==> config.mk <==
export PLATFORM = sky130hd
export DESIGN_NAME = stage3_cnn_mac_acc
export DESIGN_NICKNAME = d
export VERILOG_FILES = /design/src/rtl/stage3_cnn_mac_acc_pkg.sv /design/src/rtl/stage3_cnn_mac_acc_mul_tree.sv /design/src/rtl/stage3_cnn_mac_acc.sv
export SDC_FILE = /design/constraint.sdc
export NUM_CORES = 1
export LEC_CHECK = 0
export CAP_MARGIN = 20
export CORE_AREA = 2 2 213 215
export CTS_BUF_LIST = sky130_fd_sc_hd__clkbuf_8
export DETAILED_ROUTE_END_ITERATION = 12
export DIE_AREA = 0 0 215 217
export SYNTH_ARGS = -nofsm -noshare
export SYNTH_HDL_FRONTEND = slang
export SYNTH_SLANG_ARGS = --single-unit
==> constraint.sdc <==
create_clock -name clk -period 7.3 [get_ports clk]
set_clock_uncertainty 0.1 [all_clocks]
set_input_delay 0.73 -clock clk [delete_from_list [all_inputs] [get_ports clk]]
set_output_delay 0.73 -clock clk [all_outputs]
set_load 0.05 [all_outputs]
==> src/rtl/stage3_cnn_mac_acc_pkg.sv <==
// Derived widths and saturation bounds shared by the stage-3 channel MAC.
package stage3_cnn_mac_acc_pkg;

  function automatic int mul_bw(input int in_bw, input int w_bw);
    return in_bw + w_bw;
  endfunction

  function automatic int sum_bw(input int in_bw, input int w_bw, input int ci);
    return in_bw + w_bw + $clog2(ci);
  endfunction

  function automatic int acc_bw(input int s_bw, input int taps);
    return s_bw + $clog2(taps) + 1;
  endfunction

  // One guard bit so that acc + sum + bias can never wrap before saturation.
  function automatic int fin_bw(input int a_bw, input int b_bw);
    return ((a_bw > b_bw) ? a_bw : b_bw) + 1;
  endfunction

  function automatic longint sat_max(input int out_bw);
    return (longint'(1) << (out_bw - 1)) - 1;
  endfunction

  function automatic longint sat_min(input int out_bw);
    return -(longint'(1) << (out_bw - 1));
  endfunction

endpackage

==> src/rtl/stage3_cnn_mac_acc_mul_tree.sv <==
// Stages 1-2 of the channel MAC: CI signed products, then their registered sum.
module stage3_cnn_mac_acc_mul_tree
  import stage3_cnn_mac_acc_pkg::*;
#(
  parameter int CI     = 3,
  parameter int IN_BW  = 8,
  parameter int W_BW   = 8,
  parameter int SUM_BW = sum_bw(IN_BW, W_BW, CI)
) (
  input  logic                  clk,
  input  logic                  reset_n,
  input  logic                  i_clear,
  input  logic                  i_en,
  input  logic                  i_valid,
  input  logic [CI*IN_BW-1:0]   i_data,
  input  logic [CI*W_BW-1:0]    i_weight,
  output logic                  o_valid,
  output logic                  o_pending,
  output logic [SUM_BW-1:0]     o_sum
);
  localparam int MUL_BW = mul_bw(IN_BW, W_BW);

  (* use_dsp = "yes" *) logic signed [MUL_BW-1:0] prod_q [CI];
  logic signed [MUL_BW-1:0] prod_d [CI];
  logic signed [SUM_BW-1:0] sum_q, sum_d;
  logic                     valid1_q, valid1_d;
  logic                     valid2_q, valid2_d;

  always_comb begin
    sum_d    = sum_q;
    valid1_d = valid1_q;
    valid2_d = valid2_q;
    for (int c = 0; c < CI; c++) begin
      prod_d[c] = prod_q[c];
      if (i_en)
        prod_d[c] = MUL_BW'($signed(i_data[c*IN_BW +: IN_BW])) *
                    MUL_BW'($signed(i_weight[c*W_BW +: W_BW]));
    end
    if (i_en) begin
      sum_d = '0;
      for (int c = 0; c < CI; c++)
        sum_d = sum_d + SUM_BW'(prod_q[c]);
    end
    // Clear only kills the valids; the data registers are don't-care without them.
    if (i_clear) begin
      valid1_d = 1'b0;
      valid2_d = 1'b0;
    end else if (i_en) begin
      valid1_d = i_valid;
      valid2_d = valid1_q;
    end
  end

  always_ff @(posedge clk or negedge reset_n) begin
    if (!reset_n) begin
      for (int c = 0; c < CI; c++) prod_q[c] <= '0;
      sum_q    <= '0;
      valid1_q <= 1'b0;
      valid2_q <= 1'b0;
    end else begin
      for (int c = 0; c < CI; c++) prod_q[c] <= prod_d[c];
      sum_q    <= sum_d;
      valid1_q <= valid1_d;
      valid2_q <= valid2_d;
    end
  end

  assign o_valid   = valid2_q;
  assign o_pending = valid1_q | valid2_q;
  assign o_sum     = sum_q;

endmodule

==> src/rtl/stage3_cnn_mac_acc.sv <==
// Stage-3 channel MAC: accumulates TAPS beats of CI-channel dot products, adds bias,
// optional ReLU and saturation, with a single global stall driven by the output handshake.
module stage3_cnn_mac_acc
  import stage3_cnn_mac_acc_pkg::*;
#(
  parameter int   CI      = 3,
  parameter int   IN_BW   = 8,
  parameter int   W_BW    = 8,
  parameter int   TAPS    = 9,
  parameter int   BIAS_BW = 16,
  parameter int   OUT_BW  = 16,
  parameter logic RELU_EN = 1'b1
) (
  input  logic                clk,
  input  logic                reset_n,
  input  logic                i_clear,
  input  logic                i_valid,
  output logic                o_ready,
  input  logic [CI*IN_BW-1:0] i_data,
  input  logic [CI*W_BW-1:0]  i_weight,
  input  logic [BIAS_BW-1:0]  i_bias,
  output logic                o_valid,
  input  logic                i_ready,
  output logic [OUT_BW-1:0]   o_data,
  output logic                o_sat,
  output logic                o_busy
);
  localparam int SUM_BW = sum_bw(IN_BW, W_BW, CI);
  localparam int ACC_BW = acc_bw(SUM_BW, TAPS);
  localparam int FIN_BW = fin_bw(ACC_BW, BIAS_BW);
  localparam int TAP_W  = (TAPS > 1) ? $clog2(TAPS) : 1;
  localparam logic [TAP_W-1:0]         TAP_LAST = TAP_W'(TAPS - 1);
  localparam logic signed [FIN_BW-1:0] OUT_MAX  = FIN_BW'(sat_max(OUT_BW));
  localparam logic signed [FIN_BW-1:0] OUT_MIN  = FIN_BW'(sat_min(OUT_BW));

  logic                      en;
  logic                      s2_valid, pipe_pending;
  logic [SUM_BW-1:0]         s2_sum;
  logic signed [ACC_BW-1:0]  sum_ext;
  logic signed [BIAS_BW-1:0] frame_bias;
  logic signed [FIN_BW-1:0]  final_val, relu_val, sat_val;
  logic                      sat_hit;

  logic [TAP_W-1:0]          tap_q, tap_d;
  logic signed [ACC_BW-1:0]  acc_q, acc_d;
  logic [BIAS_BW-1:0]        bias_p1_q, bias_p1_d, bias_p2_q, bias_p2_d, bias_q, bias_d;
  logic                      o_valid_q, o_valid_d, o_sat_q, o_sat_d;
  logic [OUT_BW-1:0]         o_data_q, o_data_d;

  assign en = !o_valid_q | i_ready;

  stage3_cnn_mac_acc_mul_tree #(
    .CI     (CI),
    .IN_BW  (IN_BW),
    .W_BW   (W_BW),
    .SUM_BW (SUM_BW)
  ) u_mul_tree (
    .clk       (clk),
    .reset_n   (reset_n),
    .i_clear   (i_clear),
    .i_en      (en),
    .i_valid   (i_valid),
    .i_data    (i_data),
    .i_weight  (i_weight),
    .o_valid   (s2_valid),
    .o_pending (pipe_pending),
    .o_sum     (s2_sum)
  );

  // Bias rides the pipeline beside its beat so a following frame cannot overwrite it early.
  always_comb begin
    sum_ext    = ACC_BW'($signed(s2_sum));
    frame_bias = (tap_q == '0) ? $signed(bias_p2_q) : $signed(bias_q);
    final_val  = FIN_BW'(sum_ext) + FIN_BW'(frame_bias) +
                 ((tap_q == '0) ? '0 : FIN_BW'(acc_q));
    relu_val   = (RELU_EN && final_val[FIN_BW-1]) ? '0 : final_val;
    sat_val    = relu_val;
    sat_hit    = 1'b0;
    if (relu_val > OUT_MAX) begin
      sat_val = OUT_MAX;
      sat_hit = 1'b1;
    end else if (relu_val < OUT_MIN) begin
      sat_val = OUT_MIN;
      sat_hit = 1'b1;
    end
  end

  always_comb begin
    tap_d     = tap_q;
    acc_d     = acc_q;
    bias_p1_d = bias_p1_q;
    bias_p2_d = bias_p2_q;
    bias_d    = bias_q;
    o_valid_d = o_valid_q;
    o_data_d  = o_data_q;
    o_sat_d   = o_sat_q;
    if (i_clear) begin
      tap_d     = '0;
      acc_d     = '0;
      o_valid_d = 1'b0;
    end else if (en) begin
      o_valid_d = 1'b0;
      bias_p1_d = i_bias;
      bias_p2_d = bias_p1_q;
      if (s2_valid) begin
        acc_d = (tap_q == '0) ? sum_ext : acc_q + sum_ext;
        if (tap_q == '0) bias_d = bias_p2_q;
        if (tap_q == TAP_LAST) begin
          tap_d     = '0;
          o_valid_d = 1'b1;
          o_data_d  = OUT_BW'(sat_val);
          o_sat_d   = sat_hit;
        end else begin
          tap_d = tap_q + TAP_W'(1);
        end
      end
    end
  end

  always_ff @(posedge clk or negedge reset_n) begin
    if (!reset_n) begin
      tap_q     <= '0;
      acc_q     <= '0;
      bias_p1_q <= '0;
      bias_p2_q <= '0;
      bias_q    <= '0;
      o_valid_q <= 1'b0;
      o_data_q  <= '0;
      o_sat_q   <= 1'b0;
    end else begin
      tap_q     <= tap_d;
      acc_q     <= acc_d;
      bias_p1_q <= bias_p1_d;
      bias_p2_q <= bias_p2_d;
      bias_q    <= bias_d;
      o_valid_q <= o_valid_d;
      o_data_q  <= o_data_d;
      o_sat_q   <= o_sat_d;
    end
  end

  assign o_ready = en;
  assign o_valid = o_valid_q;
  assign o_data  = o_data_q;
  assign o_sat   = o_sat_q;
  assign o_busy  = (tap_q != '0) | pipe_pending | o_valid_q;

endmodule

==> results.md <==
* Distinct cells, synth at 72
* Compound-gate portion of the synthesized area at 13.6%
* Starting Density at 39.3%
* Leading area contributor after synthesis: dfrtp_1
* Post-synthesis sequential area ratio at 22.9%
* CP Max Fanout at 16
* Largest family of logic cells by synthesized area: adder cells
* Final net count at 2,405
* Area occupied by multi-input gates at 0.0126 sq mm
* Total congestion overflow at 0
* Synth cell count leaders: inv_1, nand2_1, fa_1
* First-pass GRT wire length at 65,300 um
* Routed Antenna Nets at 0
* LEAKAGE at 9.13 nW
* Yosys top cell area share at 22.9%
* Setup TNS at 0 ps
* CTS Buffer Depth at 2
* DR DRC count at 0
* Cell Rows at 78
* FF+latch count, synth at 161
* Hold slack final at 217 ps
* Max_cap viols at 0
* Cells after synthesis at 1,913
* Critical path required time at 7540 ps
* Fraction of layout cells with a size suffix above 1 at 6.01%
* Synth top area cells: dfrtp_1, fa_1, ha_1, and2_1, inv_1
* Worst reg-to-reg setup slack at 680 ps
* Number of flops mapped to enable cells by yosys at 0
* Reg clk slew, reported paths at 120 ps
* Fraction of the mapped netlist area in adder cells at 33.0%
* Post-synth top flop: dfrtp_1
* Post-synthesis xor/xnor area fraction at 4.73%
* Cts-stage hold buffer count at 0
* Drt total wl at 37,600 um
* Synthesized area per cell at 9.19 sq um
* Critical Path AT at 6860 ps
* Die Y at 217 um
* Ant. Diodes at 0
* Clock Sinks at 161
* Synth Area in Simple Gates at 16.5%
* Vias in the first global route at 13.4k
* Maximum vdd ir drop at 0.000225 V
* # IOs at 89
* Via Count at 13.1k
* RSZ-0062 raised after global routing: false
* Status: finished clean
* Critical path class: reg2reg
* Total core area at 0.0447 sq mm
* Iteration-0 DRC count of the detailed router at 563
* Clock Root Buffer: clkbuf_8
* Synth warn at 0
* Slew Viols, Final at 0
* DP HPWL at 30,500 um
* Mux cell area share after synthesis at 3.42%
* Largest net degree at the start of global routing at 88
* Fin. Hold Viols at 0
* CTS Buf Count at 17
* Htree depth at 4
* Die Wd at 215 um
* Syn nets at 2,335
* Period minus WS final at 6620 ps
* Post-route core utilization at 43.7%
* Relative slew slack at 31.0%
* Vias per cell at 5.03
* Startpoint Class: register
* # port buffers at 88
* HP Class: in2async
* Worst skew pair latency at 470 ps
* Post-DR wirelength/cell at 14.5 um
* Max Fclk at 151 MHz
* Total GRT Usage at 16.8%
* Register area at 0.00403 sq mm
* Initial antenna violation count at 0
* Synth-to-layout area growth at 11.0%
* Crit end category: register
* Mapped cell area at 0.0176 sq mm
* Ys async rst share at 100%
* Setup violators final at 0
* First-pass DRT Iterations at 5
* PD cells at 375 mW/mm^2
* Fillcell total at 4,430
* Final Wtd Congestion at 0.889
* Worst-Margin Slew at 1030 ps
* Die area at 0.0467 sq mm
* Period utilisation layout at 90.6%
* TritonCTS clock tree: done
-- layout by cell type (no fill, tap or decap), types with 14 or more instances in the layout --
cell type,netlist,final
ha_1,168,168
fa_1,185,185
a21boi_0,14,14
nand3_1,20,20
o31ai_1,30,30
o21ai_0,88,88
inv_1,218,218
and2_1,137,136
xor2_1,26,26
a21oi_1,133,132
o21a_1,18,18
clkdlybuf4s50_1,0,87
a21o_1,18,18
nor3_1,25,24
nor2_1,131,130
nand2_1,218,218
dfrtp_1,161,161
clkbuf_8,0,17
mux2_2,49,49
xnor2_1,69,69
nand2b_1,33,33
-- routing by layer --
metal	routed length, um	global-route usage [%]	vias to the layer above
met5	0	0	-
met4	589	3.61	0
met3	786	1.65	29
met2	18900	30.2	158
met1	17300	22.1	6379
li1	-	-	6490
-- final timing paths --
kind / from / end / depth (start not counted)
max in group asynchronous: reset_n / u_mul_tree.prod_q[7] / 2
hold / removal: reset_n / bias_p2_q[9] / 1
setup / recovery: tap_q[0] / o_data[9] / 24
hold reg to reg: bias_p1_q[3] / bias_p2_q[3] / 1
min in group clk: bias_p1_q[3] / bias_p2_q[3] / 1
setup reg to reg: tap_q[0] / o_data[9] / 24
-- logic make-up (layout without fill, tap and decap cells) --
| kind of cell | count (synthesis) | count (layout) |
|---|---|---|
| AO/OA/AOI/OAI | 377 | 377 |
| XOR/XNOR | 95 | 95 |
| adder cells (fa/ha/maj) | 353 | 353 |
| buffers and inverters | 265 | 348 |
| flip-flops | 161 | 161 |
| multiplexers | 54 | 54 |
| AND/OR/NAND/NOR | 608 | 608 |
-- registers in the layout, indices dropped and copies added, names as in the netlist --
signal,cells
acc_q,23
bias_p1_q,16
bias_p2_q,16
bias_q,16
o_data,16
o_sat,1
o_valid,1
tap_q,4
u_mul_tree.o_sum,18
u_mul_tree.o_valid,1
u_mul_tree.prod_q,48
u_mul_tree.valid1_q,1
-- final cells by class --
class | count | share of cell area, %
Clock buffer | 17 | 1.20
Clock inverter | 15 | 0.852
Inverter | 218 | 4.19
Multi-Input combinational cell | 1487 | 64.3
Sequential cell | 161 | 20.6
Tap cell | 600 | 3.84
Timing Repair Buffer | 98 | 4.94
-- repair_timing --
item / in CTS / in global routing
setup endpoints to repair: 0 / 1
buffers inserted: 0 / 0
resized for setup: 0 / 1
endpoints found under the hold margin: 0 / 0
-- metrics by stage --
step / instances / instance area, sq um / power, mW / setup WS (ps)
finish: 2596 / 19500 / 7.33 / 684
floorplan: 1913 / 17600 / 5.62 / 916
CTS: 2596 / 19500 / 7.40 / 562
global placement: 2563 / 19100 / 6.56 / 774
global route: 2596 / 19500 / 8.18 / 208
detailed placement: 2564 / 19100 / 6.69 / 594
-- critical path, cell delays in order (launching register included) --
cell and delay [ps]:
dfrtp_1 410, inv_1 60, ha_1 230, and2_2 290
nand2_1 100, nand2_1 70, ha_1 210, fa_1 420
a211oi_1 300, o21ai_0 130, and3b_1 240, o21a_1 210
nor3_1 160, o21bai_1 90, a21oi_1 290, xnor2_1 110
ha_1 390, and2_1 220, o41ai_2 380, a31oi_2 180
xor2_1 170, or4_1 510, or4_1 750, o31ai_1 370
a21oi_1 100
-- power by group --
group	internal, mW	switching [mW]
clock network	0.259	0.402
registers	1.18	0.241
logic	2.41	2.83
Note: power is estimated with default switching activity, not from simulation.
